<file path="config.mk">
export PLATFORM = sky130hd
export DESIGN_NAME = control_fsm_flat
export DESIGN_NICKNAME = d
export VERILOG_FILES = /design/src/rtl/control_fsm_pkg.sv /design/src/rtl/control_fsm_if.sv /design/src/rtl/control_decode.sv /design/src/rtl/control_fsm.sv /design/src/flat_wrapper.sv
export SDC_FILE = /design/constraint.sdc
export NUM_CORES = 1
export LEC_CHECK = 0
export CORE_MARGIN = 3
export CORE_UTILIZATION = 48
export CTS_CLUSTER_SIZE = 30
export DETAILED_ROUTE_END_ITERATION = 16
export PLACE_DENSITY = 0.79
export SLEW_MARGIN = 20
export SYNTH_ARGS = -nofsm -noshare
export SYNTH_HDL_FRONTEND = slang
export SYNTH_SLANG_ARGS = --single-unit
</file>
<file path="constraint.sdc">
create_clock -name clk -period 2.6 [get_ports clk]
set_input_delay 0.39 -clock clk [delete_from_list [all_inputs] [get_ports clk]]
set_output_delay 0.39 -clock clk [all_outputs]
set_load 0.02 [all_outputs]
</file>
<file path="src/rtl/control_fsm_pkg.sv">
// control_fsm shared types: opcodes, ALU codes, PC sources,
// state and instruction-class encodings, strobe bundle.
package control_fsm_pkg;

  typedef enum logic [2:0] {
    S_IDLE   = 3'd0,
    S_FETCH  = 3'd1,
    S_DECODE = 3'd2,
    S_EXEC   = 3'd3,
    S_MEM    = 3'd4,
    S_WB     = 3'd5,
    S_TRAP   = 3'd6
  } state_e;

  typedef enum logic [3:0] {
    C_ALU, C_MUL, C_LOAD, C_STORE, C_BRANCH,
    C_JUMP, C_TLB, C_IRET, C_ILLEGAL
  } cls_e;

  localparam logic [31:0] OP_ADD  = 32'd0;
  localparam logic [31:0] OP_SUB  = 32'd1;
  localparam logic [31:0] OP_MUL  = 32'd2;
  localparam logic [31:0] OP_AND  = 32'd3;
  localparam logic [31:0] OP_OR   = 32'd4;
  localparam logic [31:0] OP_ADDI = 32'd5;
  localparam logic [31:0] OP_LDB  = 32'd10;
  localparam logic [31:0] OP_LDW  = 32'd11;
  localparam logic [31:0] OP_STB  = 32'd12;
  localparam logic [31:0] OP_STW  = 32'd13;
  localparam logic [31:0] OP_MOV  = 32'd14;
  localparam logic [31:0] OP_BEQ  = 32'd20;
  localparam logic [31:0] OP_JUMP = 32'd21;
  localparam logic [31:0] OP_TLBW = 32'd30;
  localparam logic [31:0] OP_IRET = 32'd31;

  localparam int ALU_ADD  = 0;
  localparam int ALU_SUB  = 1;
  localparam int ALU_MUL  = 2;
  localparam int ALU_AND  = 3;
  localparam int ALU_OR   = 4;
  localparam int ALU_PASS = 5;

  localparam logic [2:0] PC_INC    = 3'd0;
  localparam logic [2:0] PC_BRANCH = 3'd1;
  localparam logic [2:0] PC_JUMP   = 3'd2;
  localparam logic [2:0] PC_EPC    = 3'd3;
  localparam logic [2:0] PC_TRAP   = 3'd4;

  typedef struct packed {
    logic       if_req;
    logic       pc_write;
    logic [2:0] pc_src;
    logic       reg_dest;
    logic       alu_src;
    logic       mem_read;
    logic       mem_write;
    logic       mem_byte;
    logic       mem_to_reg;
    logic       reg_write;
    logic       tlb_write;
    logic       iret;
    logic       illegal_op;
    logic       retire;
  } ctl_t;

endpackage

</file>
<file path="src/rtl/control_fsm_if.sv">
// control_fsm bus: fetch handshake, data memory handshake
// and datapath control strobes.
interface control_fsm_if #(
  parameter int OP_W  = 6,
  parameter int ALU_W = 4
);
  logic [OP_W-1:0]  op;
  logic             if_ready;
  logic             mem_ready;
  logic             zero;
  logic             if_req;
  logic             pc_write;
  logic [2:0]       pc_src;
  logic             reg_dest;
  logic             alu_src;
  logic [ALU_W-1:0] alu_ctrl;
  logic             mem_read;
  logic             mem_write;
  logic             mem_byte;
  logic             mem_to_reg;
  logic             reg_write;
  logic             tlb_write;
  logic             iret;
  logic             illegal_op;
  logic             retire;
  logic [2:0]       state_o;

  modport master (
    input  op, if_ready, mem_ready, zero,
    output if_req, pc_write, pc_src, reg_dest,
    output alu_src, alu_ctrl, mem_read, mem_write,
    output mem_byte, mem_to_reg, reg_write,
    output tlb_write, iret, illegal_op, retire,
    output state_o
  );

  modport slave (
    output op, if_ready, mem_ready, zero,
    input  if_req, pc_write, pc_src, reg_dest,
    input  alu_src, alu_ctrl, mem_read, mem_write,
    input  mem_byte, mem_to_reg, reg_write,
    input  tlb_write, iret, illegal_op, retire,
    input  state_o
  );
endinterface

</file>
<file path="src/rtl/control_decode.sv">
// control_decode: opcode -> instruction class and the
// datapath fields that stay stable from DECODE to WB.
module control_decode
  import control_fsm_pkg::*;
#(
  parameter int OP_W  = 6,
  parameter int ALU_W = 4
) (
  input  logic [OP_W-1:0]  i_op,
  output cls_e             o_cls,
  output logic             o_reg_dest,
  output logic             o_alu_src,
  output logic [ALU_W-1:0] o_alu_ctrl,
  output logic             o_mem_byte,
  output logic             o_illegal
);
  logic [31:0] w_op;
  assign w_op = 32'(i_op);

  // classify opcode; anything not in the table is illegal
  always_comb begin
    o_cls      = C_ALU;
    o_reg_dest = 1'b0;
    o_alu_src  = 1'b0;
    o_alu_ctrl = '0;
    o_mem_byte = 1'b0;
    o_illegal  = 1'b0;
    unique case (1'b1)
      (w_op == OP_ADD): begin
        o_reg_dest = 1'b1;
        o_alu_ctrl = ALU_W'(ALU_ADD);
      end
      (w_op == OP_SUB): begin
        o_reg_dest = 1'b1;
        o_alu_ctrl = ALU_W'(ALU_SUB);
      end
      (w_op == OP_MUL): begin
        o_cls      = C_MUL;
        o_reg_dest = 1'b1;
        o_alu_ctrl = ALU_W'(ALU_MUL);
      end
      (w_op == OP_AND): begin
        o_reg_dest = 1'b1;
        o_alu_ctrl = ALU_W'(ALU_AND);
      end
      (w_op == OP_OR): begin
        o_reg_dest = 1'b1;
        o_alu_ctrl = ALU_W'(ALU_OR);
      end
      (w_op == OP_ADDI): begin
        o_alu_src  = 1'b1;
        o_alu_ctrl = ALU_W'(ALU_ADD);
      end
      (w_op == OP_MOV): begin
        o_reg_dest = 1'b1;
        o_alu_ctrl = ALU_W'(ALU_PASS);
      end
      (w_op == OP_LDB), (w_op == OP_LDW): begin
        o_cls      = C_LOAD;
        o_alu_src  = 1'b1;
        o_alu_ctrl = ALU_W'(ALU_ADD);
        o_mem_byte = (w_op == OP_LDB);
      end
      (w_op == OP_STB), (w_op == OP_STW): begin
        o_cls      = C_STORE;
        o_alu_src  = 1'b1;
        o_alu_ctrl = ALU_W'(ALU_ADD);
        o_mem_byte = (w_op == OP_STB);
      end
      (w_op == OP_BEQ): begin
        o_cls      = C_BRANCH;
        o_alu_ctrl = ALU_W'(ALU_SUB);
      end
      (w_op == OP_JUMP): o_cls = C_JUMP;
      (w_op == OP_TLBW): o_cls = C_TLB;
      (w_op == OP_IRET): o_cls = C_IRET;
      default: begin
        o_cls     = C_ILLEGAL;
        o_illegal = 1'b1;
      end
    endcase
  end
endmodule

</file>
<file path="src/rtl/control_fsm.sv">
// control_fsm: multi-cycle FETCH/DECODE/EXEC/MEM/WB sequencer
// with MUL stall, memory wait states and illegal-op trap.
module control_fsm
  import control_fsm_pkg::*;
#(
  parameter int OP_W       = 6,
  parameter int ALU_W      = 4,
  parameter int MUL_CYCLES = 4,
  parameter int TRAP_EN    = 1
) (
  input logic           clk,
  input logic           rst_n,
  control_fsm_if.master bus
);
  localparam int CNT_W = 4;

  state_e           r_state, w_ns;
  logic [OP_W-1:0]  r_op_q, w_op_n;
  logic [CNT_W-1:0] r_cnt, w_cnt_n;
  cls_e             r_cls, w_cls;
  ctl_t             r_ctl, w_ctl;
  logic [ALU_W-1:0] r_alu, w_alu, w_dalu;
  logic             w_rd, w_as, w_mb, w_ill;
  logic             w_fetch_hs, w_beq_take, w_st_done;

  // decode the opcode that will be held next cycle
  control_decode #(.OP_W(OP_W), .ALU_W(ALU_W)) u_dec (
    .i_op       (w_op_n),
    .o_cls      (w_cls),
    .o_reg_dest (w_rd),
    .o_alu_src  (w_as),
    .o_alu_ctrl (w_dalu),
    .o_mem_byte (w_mb),
    .o_illegal  (w_ill)
  );

  assign w_fetch_hs = (r_state == S_FETCH) && bus.if_ready;
  assign w_beq_take = (r_state == S_EXEC) &&
                      (r_cls == C_BRANCH) && bus.zero;
  assign w_st_done  = (r_state == S_MEM) &&
                      (r_cls == C_STORE) && bus.mem_ready;

  // next state, opcode latch and MUL countdown
  always_comb begin
    w_ns    = r_state;
    w_op_n  = r_op_q;
    w_cnt_n = r_cnt;
    case (r_state)
      S_IDLE: w_ns = S_FETCH;
      S_FETCH: begin
        if (w_fetch_hs) begin
          w_op_n = bus.op;
          w_ns   = S_DECODE;
        end
      end
      S_DECODE: begin
        if (w_ill) begin
          w_ns = (TRAP_EN != 0) ? S_TRAP : S_FETCH;
        end else begin
          w_ns    = S_EXEC;
          w_cnt_n = CNT_W'(MUL_CYCLES - 1);
        end
      end
      S_EXEC: begin
        case (w_cls)
          C_MUL:
            if (r_cnt == '0) w_ns = S_WB;
            else w_cnt_n = r_cnt - CNT_W'(1);
          C_ALU:           w_ns = S_WB;
          C_LOAD, C_STORE: w_ns = S_MEM;
          default:         w_ns = S_FETCH;
        endcase
      end
      S_MEM: begin
        if (bus.mem_ready)
          w_ns = (w_cls == C_LOAD) ? S_WB : S_FETCH;
      end
      S_WB:    w_ns = S_FETCH;
      S_TRAP:  w_ns = S_FETCH;
      default: w_ns = S_FETCH;
    endcase
  end

  // strobes for the state being entered, registered below
  always_comb begin
    w_ctl        = '0;
    w_ctl.pc_src = PC_INC;
    w_alu        = '0;
    if (w_ns inside {S_DECODE, S_EXEC, S_MEM, S_WB}) begin
      w_ctl.reg_dest = w_rd;
      w_ctl.alu_src  = w_as;
      w_alu          = w_dalu;
    end
    case (w_ns)
      S_FETCH:  w_ctl.if_req = 1'b1;
      S_DECODE: w_ctl.retire = w_ill && (TRAP_EN == 0);
      S_EXEC: begin
        case (w_cls)
          C_BRANCH: begin
            w_ctl.pc_src = PC_BRANCH;
            w_ctl.retire = 1'b1;
          end
          C_JUMP: begin
            w_ctl.pc_write = 1'b1;
            w_ctl.pc_src   = PC_JUMP;
            w_ctl.retire   = 1'b1;
          end
          C_TLB: begin
            w_ctl.tlb_write = 1'b1;
            w_ctl.retire    = 1'b1;
          end
          C_IRET: begin
            w_ctl.iret     = 1'b1;
            w_ctl.pc_write = 1'b1;
            w_ctl.pc_src   = PC_EPC;
            w_ctl.retire   = 1'b1;
          end
          default: ;
        endcase
      end
      S_MEM: begin
        w_ctl.mem_read  = (w_cls == C_LOAD);
        w_ctl.mem_write = (w_cls == C_STORE);
        w_ctl.mem_byte  = w_mb;
      end
      S_WB: begin
        w_ctl.reg_write  = 1'b1;
        w_ctl.mem_to_reg = (w_cls == C_LOAD);
        w_ctl.retire     = 1'b1;
      end
      S_TRAP: begin
        w_ctl.illegal_op = 1'b1;
        w_ctl.pc_write   = 1'b1;
        w_ctl.pc_src     = PC_TRAP;
        w_ctl.retire     = 1'b1;
      end
      default: ;
    endcase
  end

  // state, opcode, MUL counter and registered strobes
  always_ff @(posedge clk or negedge rst_n) begin
    if (!rst_n) begin
      r_state <= S_IDLE;
      r_op_q  <= '0;
      r_cnt   <= '0;
      r_cls   <= C_ALU;
      r_ctl   <= '0;
      r_alu   <= '0;
    end else begin
      r_state <= w_ns;
      r_op_q  <= w_op_n;
      r_cnt   <= w_cnt_n;
      r_cls   <= w_cls;
      r_ctl   <= w_ctl;
      r_alu   <= w_alu;
    end
  end

  assign bus.if_req     = r_ctl.if_req;
  assign bus.pc_write   = r_ctl.pc_write | w_fetch_hs | w_beq_take;
  assign bus.pc_src     = r_ctl.pc_src;
  assign bus.reg_dest   = r_ctl.reg_dest;
  assign bus.alu_src    = r_ctl.alu_src;
  assign bus.alu_ctrl   = r_alu;
  assign bus.mem_read   = r_ctl.mem_read;
  assign bus.mem_write  = r_ctl.mem_write;
  assign bus.mem_byte   = r_ctl.mem_byte;
  assign bus.mem_to_reg = r_ctl.mem_to_reg;
  assign bus.reg_write  = r_ctl.reg_write;
  assign bus.tlb_write  = r_ctl.tlb_write;
  assign bus.iret       = r_ctl.iret;
  assign bus.illegal_op = r_ctl.illegal_op;
  assign bus.retire     = r_ctl.retire | w_st_done;
  assign bus.state_o    = r_state;
endmodule

</file>
<file path="src/flat_wrapper.sv">
// flat-port wrapper written by rule: the top's interface ports become plain ports
module control_fsm_flat import control_fsm_pkg::*;
#(
  parameter int OP_W       = 6,
  parameter int ALU_W      = 4,
  parameter int MUL_CYCLES = 4,
  parameter int TRAP_EN    = 1
)
  (clk, rst_n, bus_op, bus_if_ready, bus_mem_ready, bus_zero, bus_if_req, bus_pc_write, bus_pc_src, bus_reg_dest, bus_alu_src, bus_alu_ctrl, bus_mem_read, bus_mem_write, bus_mem_byte, bus_mem_to_reg, bus_reg_write, bus_tlb_write, bus_iret, bus_illegal_op, bus_retire, bus_state_o);
  control_fsm_if #(.OP_W(OP_W), .ALU_W(ALU_W)) bus_i ();
  input logic clk;
  input logic rst_n;
  input wire logic [$bits(bus_i.op)-1:0] bus_op;
  input wire logic [$bits(bus_i.if_ready)-1:0] bus_if_ready;
  input wire logic [$bits(bus_i.mem_ready)-1:0] bus_mem_ready;
  input wire logic [$bits(bus_i.zero)-1:0] bus_zero;
  output wire logic [$bits(bus_i.if_req)-1:0] bus_if_req;
  output wire logic [$bits(bus_i.pc_write)-1:0] bus_pc_write;
  output wire logic [$bits(bus_i.pc_src)-1:0] bus_pc_src;
  output wire logic [$bits(bus_i.reg_dest)-1:0] bus_reg_dest;
  output wire logic [$bits(bus_i.alu_src)-1:0] bus_alu_src;
  output wire logic [$bits(bus_i.alu_ctrl)-1:0] bus_alu_ctrl;
  output wire logic [$bits(bus_i.mem_read)-1:0] bus_mem_read;
  output wire logic [$bits(bus_i.mem_write)-1:0] bus_mem_write;
  output wire logic [$bits(bus_i.mem_byte)-1:0] bus_mem_byte;
  output wire logic [$bits(bus_i.mem_to_reg)-1:0] bus_mem_to_reg;
  output wire logic [$bits(bus_i.reg_write)-1:0] bus_reg_write;
  output wire logic [$bits(bus_i.tlb_write)-1:0] bus_tlb_write;
  output wire logic [$bits(bus_i.iret)-1:0] bus_iret;
  output wire logic [$bits(bus_i.illegal_op)-1:0] bus_illegal_op;
  output wire logic [$bits(bus_i.retire)-1:0] bus_retire;
  output wire logic [$bits(bus_i.state_o)-1:0] bus_state_o;
  assign bus_i.op = bus_op;
  assign bus_i.if_ready = bus_if_ready;
  assign bus_i.mem_ready = bus_mem_ready;
  assign bus_i.zero = bus_zero;
  assign bus_if_req = bus_i.if_req;
  assign bus_pc_write = bus_i.pc_write;
  assign bus_pc_src = bus_i.pc_src;
  assign bus_reg_dest = bus_i.reg_dest;
  assign bus_alu_src = bus_i.alu_src;
  assign bus_alu_ctrl = bus_i.alu_ctrl;
  assign bus_mem_read = bus_i.mem_read;
  assign bus_mem_write = bus_i.mem_write;
  assign bus_mem_byte = bus_i.mem_byte;
  assign bus_mem_to_reg = bus_i.mem_to_reg;
  assign bus_reg_write = bus_i.reg_write;
  assign bus_tlb_write = bus_i.tlb_write;
  assign bus_iret = bus_i.iret;
  assign bus_illegal_op = bus_i.illegal_op;
  assign bus_retire = bus_i.retire;
  assign bus_state_o = bus_i.state_o;
  control_fsm #(.OP_W(OP_W), .ALU_W(ALU_W), .MUL_CYCLES(MUL_CYCLES), .TRAP_EN(TRAP_EN)) u_core (.clk(clk), .rst_n(rst_n), .bus(bus_i));
endmodule
</file>
======== Yosys cells after proc, flatten, opt, wreduce, memory -nomap -nowiden ========
Cells that the tools add are included.
operators by class
  add/sub/neg operators ................... 1
  $mul .................................... 0
  divide/modulo/power cells ............... 0
  magnitude comparators ................... 0
  equal/unequal tests ..................... 36
  shift-type cells ........................ 0
  multiplexer cells ....................... 32
  bitwise logic cells ..................... 3
  reductions and logical operators ........ 22
operators by type and width
  operator              number
  $logic_not A32 Y1     1
  $pmux W4 S8           1
  $eq A6 B4 Y1 const B  5
  $eq A6 B5 Y1 const B  4
  $mux W3               7
  $eq A4 B3 Y1 const B  5
  $pmux W4 S2           2
  $pmux W3 S5           1
  $reduce_or A15 Y1     1
  $eq A3 B2 Y1 const B  4
  $eq A3 B3 Y1 const B  4
  $eq A4 B2 Y1 const B  3
  $eq A6 B2 Y1 const B  2
  $eq A6 B3 Y1 const B  2
  $mux W4               3
  $mux W6               2
  $pmux W3 S4           1
  $reduce_or A2 Y1      6
  $reduce_or A6 Y1      2
  $pmux W3 S3           1
  $logic_not A4 Y1      2
  $mux W1               8
  $eq A3 B1 Y1 const B  2
  $eq A6 B1 Y1 const B  1
  13 further kinds      24
storage, ports and cells
  bits in registers ....................... 36
  latch bits .............................. 0
  bits in writable memories ............... 0
  ROM bits ................................ 0
  logic and storage cells ................. 113
  memories kept ........................... 0

======== Logic depth before layout (Yosys ltp) ========
Gate-level depths: netlist of the first run.
  word-level depth ........................ 14
  mapped depth ............................ 9
  mapped depth without buffers ............ 8

======== Modules after synthesis ========
A second synthesis of the first run with hierarchy kept.
unflattened totals
  cell total of the unflattened synthesis .. 177
  area, all modules ....................... 1830.5 um2
by module, submodules not included
  module          instances  cells each  area an instance (um2)  sequential area each (um2)
  control_fsm     1          127         1522.7                  925.9
  control_decode  1          50          307.8                   0.0

======== Least setup slack after synthesis of the first run ========
OpenSTA, ideal clock, no wires.
  path kind ............................... reg2reg
  start ................................... register u_core.r_state[1] (netlist: u_core.bus.state_o[1])
  end ..................................... register u_core.r_ctl (netlist bit u_core.bus.mem_write)
  setup time .............................. 70 ps
  arrival time ............................ 2467 ps
  required time ........................... 2530 ps
  slack ................................... 63 ps
  stages on the path, launching flop included .. 10
  buffers on the path ..................... 1
  period minus slack after synthesis ...... 2537 ps
  cells stage by stage .................... dfrtp_1 nand4bb_1 buf_6 mux2_4 mux2i_1 a311o_2 a31oi_4 inv_4 or3_4 nor2_2
RTL lines
  item                    RTL line            RTL
  start, declared         control_fsm.sv:17   state_e r_state, w_ns;
  start signal, assigned  control_fsm.sv:151  r_state <= w_ns;
  end signal, assigned    control_fsm.sv:155  r_ctl <= w_ctl;
  end, declared           control_fsm.sv:21   ctl_t r_ctl, w_ctl;

==> key figures, run 1 <==
Drt
  • Via/cell ratio: 5.847
  • TritonRoute pass-1 iters: 6
  • Initial DRC count: 179
  • Detailed-route wire length per cell: 16.71 µm
  • Drt drc: 0
  • Via count: 2070
  • Final ANT Viol Nets: 0
  • Total length of routed wires: 5917 µm

Final layout
  • Number of inserted diodes: 0
  • Final Instance Area: 0.002920 mm²
  • Fin util: 70.47%
  • Most flops, register: u_core.r_op_q
  • Filler cells: 323
  • Layout Nets: 316
  • Area Overhead vs Synth: 36.81%
  • Number of flip-flops in the largest register: 6
  • Biggest regs: u_core.r_op_q x6, u_core.r_cls x4, u_core.r_cnt x4
  • Layout cell share with drive strength beyond 1: 25.33%

Floorplan
  • Row cnt: 23
  • Die width: 72.69 µm
  • Die Span Y: 72.69 µm
  • Core Area: 0.004144 mm²
  • Initial Util: 51.51%
  • IO Pins: 34
  • Die area: 0.005283 mm²

GRT
  • GRT Util Overall: 23.83%
  • First-pass GRT wire length: 9763 µm
  • GRT overflow: 0
  • Largest net degree at the start of global routing: 36
  • Vias in the first global route: 2023
  • Initial antenna violation count: 0

Place
  • Port buffer count: 32
  • Gpl congestion: 0.9648
  • Pre-CTS WS: -0.2331 ns
  • Post-placement cell area: 0.002749 mm²
  • Detailed Place HPWL: 4573 µm

Timing
  • Final Hold Vio Count: 0
  • RSZ-0062 raised after global routing: yes
  • Final worst path period share: 96.09%
  • Setup Skew: 0.01022 ns
  • Final Max Slew Viols: 0
  • Final min period: 2.498 ns
  • # setup viols final: 0
  • Final WS setup: 0.1017 ns
  • Peak Freq: 0.4003 GHz

Logic synthesis
  • Sequential share of the synthesized area: 41.03%
  • Post-Synthesis Cell Area: 0.002135 mm²
  • Synth unique cells: 55
  • Syn Nets: 249
  • Synth Flop Type: dfrtp_1
  • Post-Syn Instances: 236
  • Yosys reg bits: 35
  • Avg Synthesized Cell Area: 9.045 µm²
  • Yosys warning count: 0
  • Asr flop ratio synth: 100.0%
  • Number of synthesized flops with an enable pin: 0

Critical path
  • CP most frequent cell: buf_4
  • Critical Path Source: u_core.bus.state_o[1]
  • Worst r2r path cells: 10
  • Startpoint Class: flop
  • Crit-path max FO: 8
  • CP delay by family, top: simple AND/OR/NAND/NOR gates
  • Capture point of the worst reg-to-reg path: u_core.bus.mem_write
  • Setup CP Type: reg2reg
  • Slowest-stage cell, CP: dfrtp_1
  • Crit-path cells: buf_4 -> and4bb_2 -> buf_4 -> o2111ai_1 -> o21ai_0 -> a21oi_1 -> nor3_2 -> inv_2 -> or3_4 -> nor2_2
  • Endpoint required time on the critical path: 2.82 ns
  • CP Capture Type: flop
  • Flop-to-flop setup slack: 0.10 ns
  • Reg2reg start: u_core.bus.state_o[1]
  • Critical Path AT: 2.72 ns
  • Worst Path Buf+Inv: 3
  • Max stage delay on crit path: 0.41 ns
  • CP Depth: 10
  • Worst setup path endpoint: u_core.bus.mem_write

Pwr
  • Final total power: 3.467 mW
  • Lkg Pwr: 1.351 nW
  • Peak VDD IR: 685.7 µV
  • Pwr per Cell Area: 1187 mW/mm²

Hold path
  • Hold/Removal Path Class: in2async

CTS
  • CTS clk-pin slew, worst paths: 0.08 ns
  • CTS tree: yes
  • CTS Root Buffer Type: clkbuf_8
  • Clk Latency, worst-skew pair: 0.28 ns
  • Sink Count: 35
  • # H-tree levels: 2
  • Clock buffer depth: 2
  • CTS Hold Bufs: 0
  • CTS Buf Count: 5

Run
  • Max-cap viol count: 0

Status
  • Status: finished clean
==> Yosys cell counts, drive strengths merged, types with 5 or more instances <==
master / n / share of area [%]
dfrtp: 35 / 41
buf: 10 / 3.4
nor4: 5 / 1.5
mux2i: 8 / 3.8
inv: 11 / 2.1
nand3: 9 / 2.1
nor2: 22 / 4.1
nand2: 31 / 5.6
a21oi: 15 / 4.0
nand4: 9 / 2.6
clkbuf: 5 / 0.88
o21ai: 9 / 2.1
nor2b: 6 / 1.8
==> timing repair <==
item | in CTS | in global routing
setup endpoints to repair | 0 | 19
hold endpoints to repair | 0 | 0
buffers inserted | 0 | 0
gates resized for setup | 0 | 13
==> cell families (layout without fill, tap and decap cells) <==
family          Yosys count  in the layout  share of synthesized area [%]
mux                       9              9                          4.455
other cells               1              1                         0.1757
xor+xnor                  6              6                          2.462
compound gates           44             44                          15.71
buf+inv                  26             94                          6.331
fa+ha+maj                 2              2                          1.172
flops                    35             35                          41.03
simple gates            113            113                          28.66
==> where the power goes <==
| part | switching, mW | internal (mW) |
|---|---|---|
| clock network | 0.205 | 0.286 |
| registers | 0.173 | 0.708 |
| logic | 1.17 | 0.927 |
| total | 1.55 | 1.92 |
==> cell type report <==
class,instances,area [µm²],area share [%]
Tap cell,50,62.56,2.142
Sequential cell,35,875.8,29.99
Clock inverter,3,43.79,1.500
Timing Repair Buffer,75,653.1,22.37
Multi-Input combinational cell,175,1172,40.15
Clock buffer,5,68.82,2.356
Inverter,11,43.79,1.500
==> routing by layer <==
layer | track usage [%] | vias up | routed length [µm]
met3 | 3.719 | 13 | 455
met5 | 0 | - | 0
met1 | 31.30 | 988 | 2504
li1 | - | 959 | -
met4 | 7.787 | 0 | 106
met2 | 40.08 | 110 | 2850
==> worst reg2reg max path, delay by kind of cell, from the launching register on <==
kind            cells  cell delay (ns)
simple gates        4             1.14
buf+inv             3             0.45
compound gates      3             0.43
flops               1             0.41
==> cells in the final DEF (no fill, tap or decap), types with 4 or more instances in the layout <==
| cell type | n |
|---|---|
| mux2i_1 | 8 |
| nor2b_1 | 6 |
| nor2_1 | 20 |
| dfrtp_1 | 35 |
| o21ai_0 | 8 |
| nand3_1 | 9 |
| clkdlybuf4s50_1 | 28 |
| inv_1 | 9 |
| nand4_1 | 9 |
| nand2b_1 | 4 |
| a21oi_1 | 13 |
| dlymetal6s2s_1 | 4 |
| buf_4 | 43 |
| clkbuf_8 | 5 |
| and2_1 | 4 |
| nand2_1 | 30 |
==> how the worst min path moves through the flow <==
stage                                        end  slack (ns)  depth (start not counted)
after detailed placement         u_core.r_cnt[0]        0.51                          1
after CTS                        u_core.r_cls[0]        0.52                          2
final                       u_core.bus.pc_src[0]        0.51                          2
after global routing             u_core.r_cnt[3]        0.54                          2
after floorplan           u_core.bus.alu_ctrl[0]        0.09                          0
after global placement           u_core.r_cnt[0]        0.50                          1
==> stage by stage <==
step	std cells	hold WS [ns]	setup TNS, ns
floorplan	236	0.09441	0
global placement	346	0.5019	-2.001
detailed placement	346	0.5055	-3.374
CTS	354	0.5164	0
global route	354	0.5444	0
finish	354	0.5060	0
No activity file was read; power rests on OpenSTA's default activity.
==> run 2, diff against run 1 <==
--- a/config.mk
+++ b/config.mk
@@ -6,10 +6,10 @@
 export NUM_CORES = 1
 export LEC_CHECK = 0
 export CORE_MARGIN = 3
-export CORE_UTILIZATION = 48
+export CORE_UTILIZATION = 55
 export CTS_CLUSTER_SIZE = 30
 export DETAILED_ROUTE_END_ITERATION = 16
-export PLACE_DENSITY = 0.79
+export PLACE_DENSITY = 0.85
 export SLEW_MARGIN = 20
 export SYNTH_ARGS = -nofsm -noshare
 export SYNTH_HDL_FRONTEND = slang
==> constraint.sdc (replaced) <==
create_clock -name clk -period 3 [get_ports clk]
set_input_delay 0.45 -clock clk [delete_from_list [all_inputs] [get_ports clk]]
set_output_delay 0.45 -clock clk [all_outputs]
set_load 0.02 [all_outputs]
==> key figures, run 2 (synthesis results as in run 1) <==
Status
  • Status: finished clean

GRT
  • First-pass GRT wire length: 8852 µm (-9.3%)
  • Vias in the first global route: 1824 (-9.8%)
  • GRT overflow: 0 (unchanged)
  • Initial antenna violation count: 0 (unchanged)
  • GRT Util Overall: 25.78% (+2.0 points)
  • Largest net degree at the start of global routing: 36 (unchanged)

Pwr
  • Clock network fraction of total power: 15.7% (+1.5 points)
  • Internal: 1.436 mW (-25%)
  • Flop pwr share: 30.4% (+5.0 points)
  • Switching Fraction: 46.51% (+1.9 points)
  • Peak VDD IR: 697.8 µV (+1.8%)
  • Pwr per Cell Area: 1031 mW/mm² (-13%)
  • P_sw: 1.248 mW (-19%)
  • Gate power share: 54.0% (-6.4 points)
  • Lkg Pwr: 1.134 nW (-16%)

Timing
  • Final Hold Vio Count: 0 (unchanged)
  • Setup Skew: 0.009847 ns (-0.0003702 ns)
  • RSZ-0062 raised after global routing: no
  • Peak Freq: 0.3615 GHz
  • Final min period: 2.766 ns
  • # setup viols final: 0 (unchanged)
  • Final worst path period share: 92.20%
  • Final Max Slew Viols: 0 (unchanged)
  • Setup TNS: 0 ns (unchanged)

CTS
  • Clock buffer depth: 2 (unchanged)
  • CTS Root Buffer Type: clkbuf_8
  • CTS Buf Count: 5 (unchanged)
  • CTS Hold Bufs: 0 (unchanged)
  • CTS tree: yes
  • # H-tree levels: 2 (unchanged)
  • CTS clk-pin slew, worst paths: 0.07 ns (about the same)
  • Sink Count: 35 (unchanged)
  • Post-CTS setup buffers: 0 (unchanged)
  • Post_cts resized: 0 (unchanged)
  • Clk Latency, worst-skew pair: 0.29 ns (about the same)

Drt
  • Final ANT Viol Nets: 0 (unchanged)
  • Via count: 1957 (-5.5%)
  • Via/cell ratio: 6.154 (+5.2%)
  • Drt drc: 0 (unchanged)
  • TritonRoute pass-1 iters: 5 (-1)
  • Detailed-route wire length per cell: 17.11 µm (+2.4%)
  • Initial DRC count: 251 (+40%)
  • Total length of routed wires: 5442 µm (-8.0%)

Floorplan
  • Die area: 0.004664 mm² (-12%)
  • Die Span Y: 68.30 µm (-6.0%)
  • IO Pins: 34 (unchanged)
  • Core Area: 0.003689 mm² (-11%)
  • Die width: 68.30 µm (-6.0%)
  • Initial Util: 57.87% (+6.4 points)
  • Row cnt: 22 (-4.3%)

Final layout
  • Number of flip-flops in the largest register: 6 (unchanged)
  • Commonest non-fill, non-tap cell in the layout: dfrtp_1
  • Most frequent cells in the layout: 35 x dfrtp_1, 32 x clkdlybuf4s50_1, 30 x nand2_1, 20 x nor2_1, 14 x a21oi_1
  • Layout Nets: 282 (-11%)
  • Most flops, register: u_core.r_op_q
  • Post-route insts no fill: 318 (-10%)
  • Number of inserted diodes: 0 (unchanged)
  • Area Overhead vs Synth: 21.98%
  • Filler cells: 276 (-15%)
  • Biggest regs: u_core.r_op_q x6, u_core.r_cls x4, u_core.r_cnt x4
  • Layout cell share with drive strength beyond 1: 12.96% (-12 points)

Critical path
  • Endpoint required time on the critical path: 3.16 ns (+0.34 ns)
  • Crit-path max FO: 10 (+2)
  • CP Capture Type: flop
  • Critical Path AT: 2.93 ns (+0.21 ns)
  • Startpoint Class: input pin
  • Setup CP Type: in2reg

Place
  • Port buffer count: 32 (unchanged)
  • Gpl congestion: 0.9278 (-3.8%)
  • Placed instance count: 310 (-10%)
  • Detailed Place HPWL: 3988 µm (-13%)

Hold path
  • Hold/Removal Path Class: reg2reg

Run
  • Max-cap viol count: 0 (unchanged)
[run 2: changes by cell type in the layout (fill, tap and decap cells not counted), moves of 2 or more]
cell | previous run | this run
nor4_1 | 3 | 5
dlymetal6s2s_1 | 4 | 0
clkdlybuf4s50_1 | 28 | 32
buf_4 | 43 | 9
nor4_2 | 2 | 0
[run 2: critical path, stage by stage]
cell and delay (ns):
clkdlybuf4s50_1 0.52, and4bb_1 0.36, buf_4 0.21, buf_4 0.18, mux2i_1 0.43, nand3_1 0.22
o221ai_1 0.22, mux2i_1 0.09, nor4_1 0.24
[run 2: routing by layer]
metal  part of all wire [%]  global-route usage, %
met1                     42                  33.85
met5                      0                      0
met4                    2.5                  10.42
met3                    9.0                  6.732
met2                     47                  40.31
[run 2: final timing paths]
kind / startpoint / to / slack [ns] / depth (start not counted)
worst max register to register: u_core.bus.state_o[1] / u_core.bus.alu_ctrl[0] / 0.35 / 8
worst min-delay path: u_core.r_cnt[0] / u_core.r_cnt[0] / 0.53 / 1
worst min register to register: u_core.r_cnt[0] / u_core.r_cnt[0] / 0.53 / 1
max in group asynchronous: rst_n / u_core.r_op_q[3] / 2.13 / 2
worst max-delay path: bus_if_ready / u_core.bus.alu_ctrl[0] / 0.23 / 9
min in group asynchronous: rst_n / u_core.bus.iret / 0.55 / 2
[run 2: area by class of cell]
class	count	area (µm²)	share of cell area, %
clock buffer	5	68.82	2.643
clock inverter	3	43.79	1.682
inverter	11	43.79	1.682
multi-input combinational	175	1124	43.15
sequential	35	875.8	33.64
tap	48	60.06	2.307
timing repair buffer	41	387.9	14.90
[run 2: per-stage QoR]
| stage | setup slack, ns | util [%] | hold slack [ns] | instance area, µm² | power [mW] |
|---|---|---|---|---|---|
| 5_1_grt | 0.1434 | 70.59 | 0.5576 | 2604 | 2.859 |
| 4_1_cts | 0.2996 | 70.59 | 0.5175 | 2604 | 2.649 |
| 3_3_place_gp | 0.05586 | 67.54 | 0.5028 | 2491 | 2.189 |
| 6_report | 0.2339 | 70.59 | 0.5257 | 2604 | 2.684 |
| 3_5_place_dp | 0.02308 | 67.54 | 0.5075 | 2491 | 2.218 |
| 2_1_floorplan | 0.4633 | - | 0.1544 | 2135 | 1.792 |
[run 2: power groups by stage]
stage | clock network (mW) | registers (mW) | logic, mW
6_report | 0.421 | 0.815 | 1.45
4_1_cts | 0.424 | 0.809 | 1.42
3_3_place_gp | 0 | 0.807 | 1.38
3_5_place_dp | 0 | 0.813 | 1.40
2_1_floorplan | 0 | 0.776 | 1.02
5_1_grt | 0.443 | 0.836 | 1.58
